`src/rtl/h14tx_period_ctrl.sv`:
```
// HDMI 1.4 TX period controller: maps the timing generator's period onto per-channel encoder selects.
// Optional island protocol checker is enabled by defining H14TX_ISLAND_CHECK_EN.
package h14tx_pkg;
  typedef logic [2:0] period_t;
  localparam period_t P_CONTROL = 3'd0;
  localparam period_t P_VPRE    = 3'd1;
  localparam period_t P_VGUARD  = 3'd2;
  localparam period_t P_VACTIVE = 3'd3;
  localparam period_t P_DPRE    = 3'd4;
  localparam period_t P_DGUARD  = 3'd5;
  localparam period_t P_ISLAND  = 3'd6;
endpackage

module h14tx_period_ctrl
  import h14tx_pkg::*;
#(
  parameter int PacketCycles = 32
) (
  input  logic             clk,
  input  logic             rst_n,
  input  period_t          period,
  input  logic             hsync,
  input  logic             vsync,
  input  logic [23:0]      rgb,
  input  logic             isl_valid,
  input  logic [7:0]       isl_data,
  input  logic             isl_ch0b2,
  output logic             isl_ready,
  output logic [2:0][1:0]  enc_mode,
  output logic [2:0][7:0]  enc_data,
  output logic [2:0][1:0]  enc_ctrl,
  output logic             isl_first,
  output logic             err
);

  localparam int CntW = (PacketCycles > 1) ? $clog2(PacketCycles) : 1;
  localparam logic [CntW-1:0] CntLast = CntW'(PacketCycles - 1);

  logic [CntW-1:0] cnt;
  logic            island;
  logic            first_c;
  logic [1:0]      sync;
  logic [2:0][1:0] mode_d;
  logic [2:0][7:0] data_d;
  logic [2:0][1:0] ctrl_d;

  assign island    = (period == P_ISLAND);
  assign first_c   = island && (cnt == '0);
  assign isl_ready = island;
  assign sync      = {vsync, hsync};

  // Packet cycle counter; wrapping gives back-to-back packets with no gap.
  always_ff @(posedge clk or negedge rst_n) begin
    if (!rst_n)              cnt <= '0;
    else if (!island)        cnt <= '0;
    else if (cnt == CntLast) cnt <= '0;
    else                     cnt <= cnt + 1'b1;
  end

  always_comb begin
    mode_d = '0;
    data_d = '0;
    ctrl_d = '0;
    case (period)
      P_VPRE: begin
        ctrl_d[0] = sync;
        ctrl_d[1] = 2'b01;
      end
      P_DPRE: begin
        ctrl_d[0] = sync;
        ctrl_d[1] = 2'b01;
        ctrl_d[2] = 2'b01;
      end
      P_VGUARD: begin
        mode_d    = {2'd3, 2'd3, 2'd3};
        data_d[0] = 8'h01;
        data_d[2] = 8'h01;
      end
      P_VACTIVE: begin
        mode_d = {2'd1, 2'd1, 2'd1};
        data_d = {rgb[23:16], rgb[15:8], rgb[7:0]};
      end
      P_DGUARD: begin
        mode_d    = {2'd3, 2'd3, 2'd2};
        data_d[0] = {4'h0, 2'b11, sync};
      end
      P_ISLAND: begin
        mode_d    = {2'd2, 2'd2, 2'd2};
        data_d[0] = {4'h0, ~first_c, isl_ch0b2, sync};
        data_d[1] = {4'h0, isl_data[3:0]};
        data_d[2] = {4'h0, isl_data[7:4]};
      end
      // Control and any unassigned encoding
      default: ctrl_d[0] = sync;
    endcase
  end

  always_ff @(posedge clk or negedge rst_n) begin
    if (!rst_n) begin
      enc_mode  <= '0;
      enc_data  <= '0;
      enc_ctrl  <= '0;
      isl_first <= 1'b0;
    end else begin
      enc_mode  <= mode_d;
      enc_data  <= data_d;
      enc_ctrl  <= ctrl_d;
      isl_first <= first_c;
    end
  end

`ifdef H14TX_ISLAND_CHECK_EN
  logic err_q;
  // cnt != 0 outside an island means the previous island stopped mid-packet.
  always_ff @(posedge clk or negedge rst_n) begin
    if (!rst_n)                                         err_q <= 1'b0;
    else if ((island && !isl_valid) || (!island && cnt != '0)) err_q <= 1'b1;
  end
  assign err = err_q;
`else
  logic unused_isl_valid;
  assign unused_isl_valid = isl_valid;
  assign err = 1'b0;
`endif

endmodule

```
`config.mk`:
```
export PLATFORM = sky130hd
export DESIGN_NAME = h14tx_period_ctrl
export DESIGN_NICKNAME = d
export VERILOG_FILES = /design/src/rtl/h14tx_period_ctrl.sv
export SDC_FILE = /design/constraint.sdc
export NUM_CORES = 1
export LEC_CHECK = 0
export CAP_MARGIN = 40
export CORE_UTILIZATION = 38
export CTS_BUF_LIST = sky130_fd_sc_hd__clkbuf_4 sky130_fd_sc_hd__clkbuf_8 sky130_fd_sc_hd__clkbuf_16
export DETAILED_ROUTE_END_ITERATION = 8
export GPL_TIMING_DRIVEN = 0
export HOLD_SLACK_MARGIN = 0.12
export PLACE_DENSITY = 0.79
export SETUP_SLACK_MARGIN = 0.3
export SLEW_MARGIN = 20
export SYNTH_ARGS = -nofsm -noshare
export SYNTH_HDL_FRONTEND = slang
export SYNTH_SLANG_ARGS = --single-unit
```
`constraint.sdc`:
```
create_clock -name clk -period 1.65 [get_ports clk]
set_input_delay 0.4125 -clock clk [delete_from_list [all_inputs] [get_ports clk]]
set_output_delay 0.4125 -clock clk [all_outputs]
set_load 0.02 [all_outputs]
```
==> impl_metrics.ini <==
[timing]
maxSlewViolCount = 0
rsz0062_at_grt = yes
fin_crit_ns = 1.47
finClkSkew_ns = 0.00367
max_freq_mhz = 678
hold_viol = 0
finalSetupViolCount = 0
post-route-period-util_pct = 89.3

[setup_path]
crit_cells = 6
cpLargestDelayFamily = buffers and inverters
critPathBufInv = 4
crit_arrival_ns = 1.06
required_ns = 1.24
cp-end-kind = output port
ff2ff_path_depth = 5
worstSetupStartpointType = input pin
cp_max_fo = 2
criticalPathCategory = input pin to output port
worst_path_max_delay_cell = and2b_4
max_stage_delay_ns = 0.25
crit_chain = buf_6, and2b_4, nand2_4, inv_4, buf_6, buf_6
crit_top_cell = buf_6

[layout]
final_area_um2 = 2400
fillers = 293
fin_cells = 257
nets = 252
diodes = 0
syn2layout_area_growth_pct = 63.4
drive_gt1_share_pct = 36.4

[route]
drt.antenna.violating_nets = 0
routedWlPerCell_um = 13.3
vias = 1168
via_per_inst = 4.54
firstDrtPassIters = 4
drtIter0Drc = 32
post-route-drc-count = 0
routed_wirelength_um = 3410

[die]
io_pins = 80
die_area_um2 = 4110
die_height_um = 64.1
placementRows = 22
die_w_um = 64.1
core-area_um2 = 3690
initial_core_util_pct = 39.8

[min_path]
worstHoldPathCells = 2
min_path_type = input pin to register

[power_and_ir_drop]
p_leak_uw = 0.00120
ir_worst_vdd_v = 0.000324
power.density_nw_per_um2 = 796

[clocking]
numCtsBuffers = 5
cts.sinks = 37
path_clk_slew_ns = 0.07
insertion_delay_ns = 0.29
cts_max_path_buffers = 2
cts_tree = built
htree_num_levels = 2
root_buffer = clkbuf_8

[place]
dp.cells = 242
place_congestion = 0.757
dp_hpwl_um = 2390
port_buffers = 75
placed_area_um2 = 2300

[outcome]
status = complete, no violations

[global_routing]
grt-ovfl-total = 0
grt_usage_pct = 18.4
antenna_found_initial = 0
grt_pass1_wl_um = 5380
grt_max_degree = 37
grt_pass1_vias = 1170

[synth]
synth-seq-area-share_pct = 63.1
syn_inst = 116
synth_seq_cells = 37
avgSynthCellArea_um2 = 12.7
syn_area_um2 = 1470
ys_types = 29
ys_warn_count = 0

[job]
drv_cap = 0
layout by cell type, fill, tap and decap left out, drive strengths merged, types with 5 or more instances in the layout:
cell type / count
clkdlybuf4s15: 11
clkbuf: 15
inv: 6
buf: 37
clkdlybuf4s50: 35
dfrtp: 37
nand2: 5
a22o: 7
and2: 16
cell usage after synthesis:
cell type	instances	area share, %
a22o_1	7	4.2
nor2_1	3	0.77
and3_2	1	0.51
xnor2_1	3	1.8
xor2_1	2	1.2
buf_6	1	0.77
a22oi_2	1	0.85
inv_1	5	1.3
nand2_4	1	0.77
nand2_1	4	1.0
a32o_1	2	1.4
nor3_1	3	1.0
and2_1	16	6.8
conb_1	1	0.26
a21o_1	1	0.51
and2b_4	1	0.68
inv_2	1	0.26
o22ai_1	1	0.43
dfrtp_1	37	63
buf_4	7	3.6
and3b_1	1	0.60
a21oi_1	1	0.34
or4b_4	1	0.94
o21ai_0	2	0.68
nand2b_1	1	0.43
ha_1	3	2.6
nor2b_1	3	1.3
nand3_1	3	1.0
buf_2	3	1.0
through the flow:
stage / setup TNS, ns / worst slack [ns] / utilization [%] / hold WS, ns / power, µW
2_1_floorplan: 0 / 0.328 / - / 0.117 / 1120
3_3_place_gp: -21.81 / -0.876 / 62.0 / 0.483 / 1330
3_5_place_dp: -3.50 / -0.895 / 62.4 / 0.214 / 1340
4_1_cts: 0 / 0.180 / 67.3 / 0.326 / 1940
5_1_grt: 0 / 0.149 / 65.0 / 0.299 / 1990
6_report: 0 / 0.176 / 65.0 / 0.302 / 1910
per-layer routing:
metal  wire (µm)  share of wire [%]  track usage (%)
met2        1760                 51             32.8
met4          89                2.6             8.33
met3         294                8.6             7.50
met1        1270                 37             18.6
met5           0                  0                0
flip-flops by register name (all words and copies together) (netlist names):
signal	count
cnt	5
isl_first	1
enc_data	24
enc_ctrl	4
enc_mode	3
final cells by class:
type	count	area, µm²	share of cell area [%]
Sequential cell	37	926	38.6
Timing Repair Buffer	83	732	30.5
Multi-Input combinational cell	64	473	19.7
Buffer	11	96.3	4.02
Clock buffer	5	68.8	2.87
Tap cell	48	60.1	2.50
Inverter	6	25.0	1.04
Clock inverter	3	17.5	0.730
where the power goes:
| group | switching, µW | total [µW] | internal, µW | leakage (µW) |
|---|---|---|---|---|
| combinational | 161 | 352 | 192 | 0.000657 |
| clock | 308 | 599 | 291 | 0.0000439 |
| sequential | 13.9 | 958 | 944 | 0.000496 |
| total | 483 | 1910 | 1430 | 0.00120 |
logic make-up (layout without fill, tap and decap cells):
kind of cell    after synthesis  in the layout  synth area share, %
compound gates               15             15                 8.35
flops                        37             37                 63.1
simple gates                 38             38                 15.9
fa+ha+maj                     3              3                 2.56
xor+xnor                      5              5                 2.98
buf+inv                      17            108                 6.90
other cells                   1              3                0.256
final timing paths:
| check | start | endpoint | slack (ns) |
|---|---|---|---|
| hold reg to reg | cnt[0] | cnt[0] | 0.54 |
| min in group asynchronous | rst_n | enc_data[16] | 0.44 |
| max in group asynchronous | rst_n | cnt[1] | 0.84 |
| hold / removal | period[1] | enc_ctrl[2] | 0.30 |
| setup reg to reg | cnt[0] | enc_data[3] | 0.23 |
| setup / recovery | period[0] | isl_ready | 0.18 |
what timing repair did:
item                                   CTS  global route
endpoints found under the hold margin   37             0
setup endpoints to repair               63            29
gates resized for setup                129            29
pin swaps                                1             3
buffers inserted                         5             1
hold buffers                             1             0
Power figures use the tool's default switching activity.
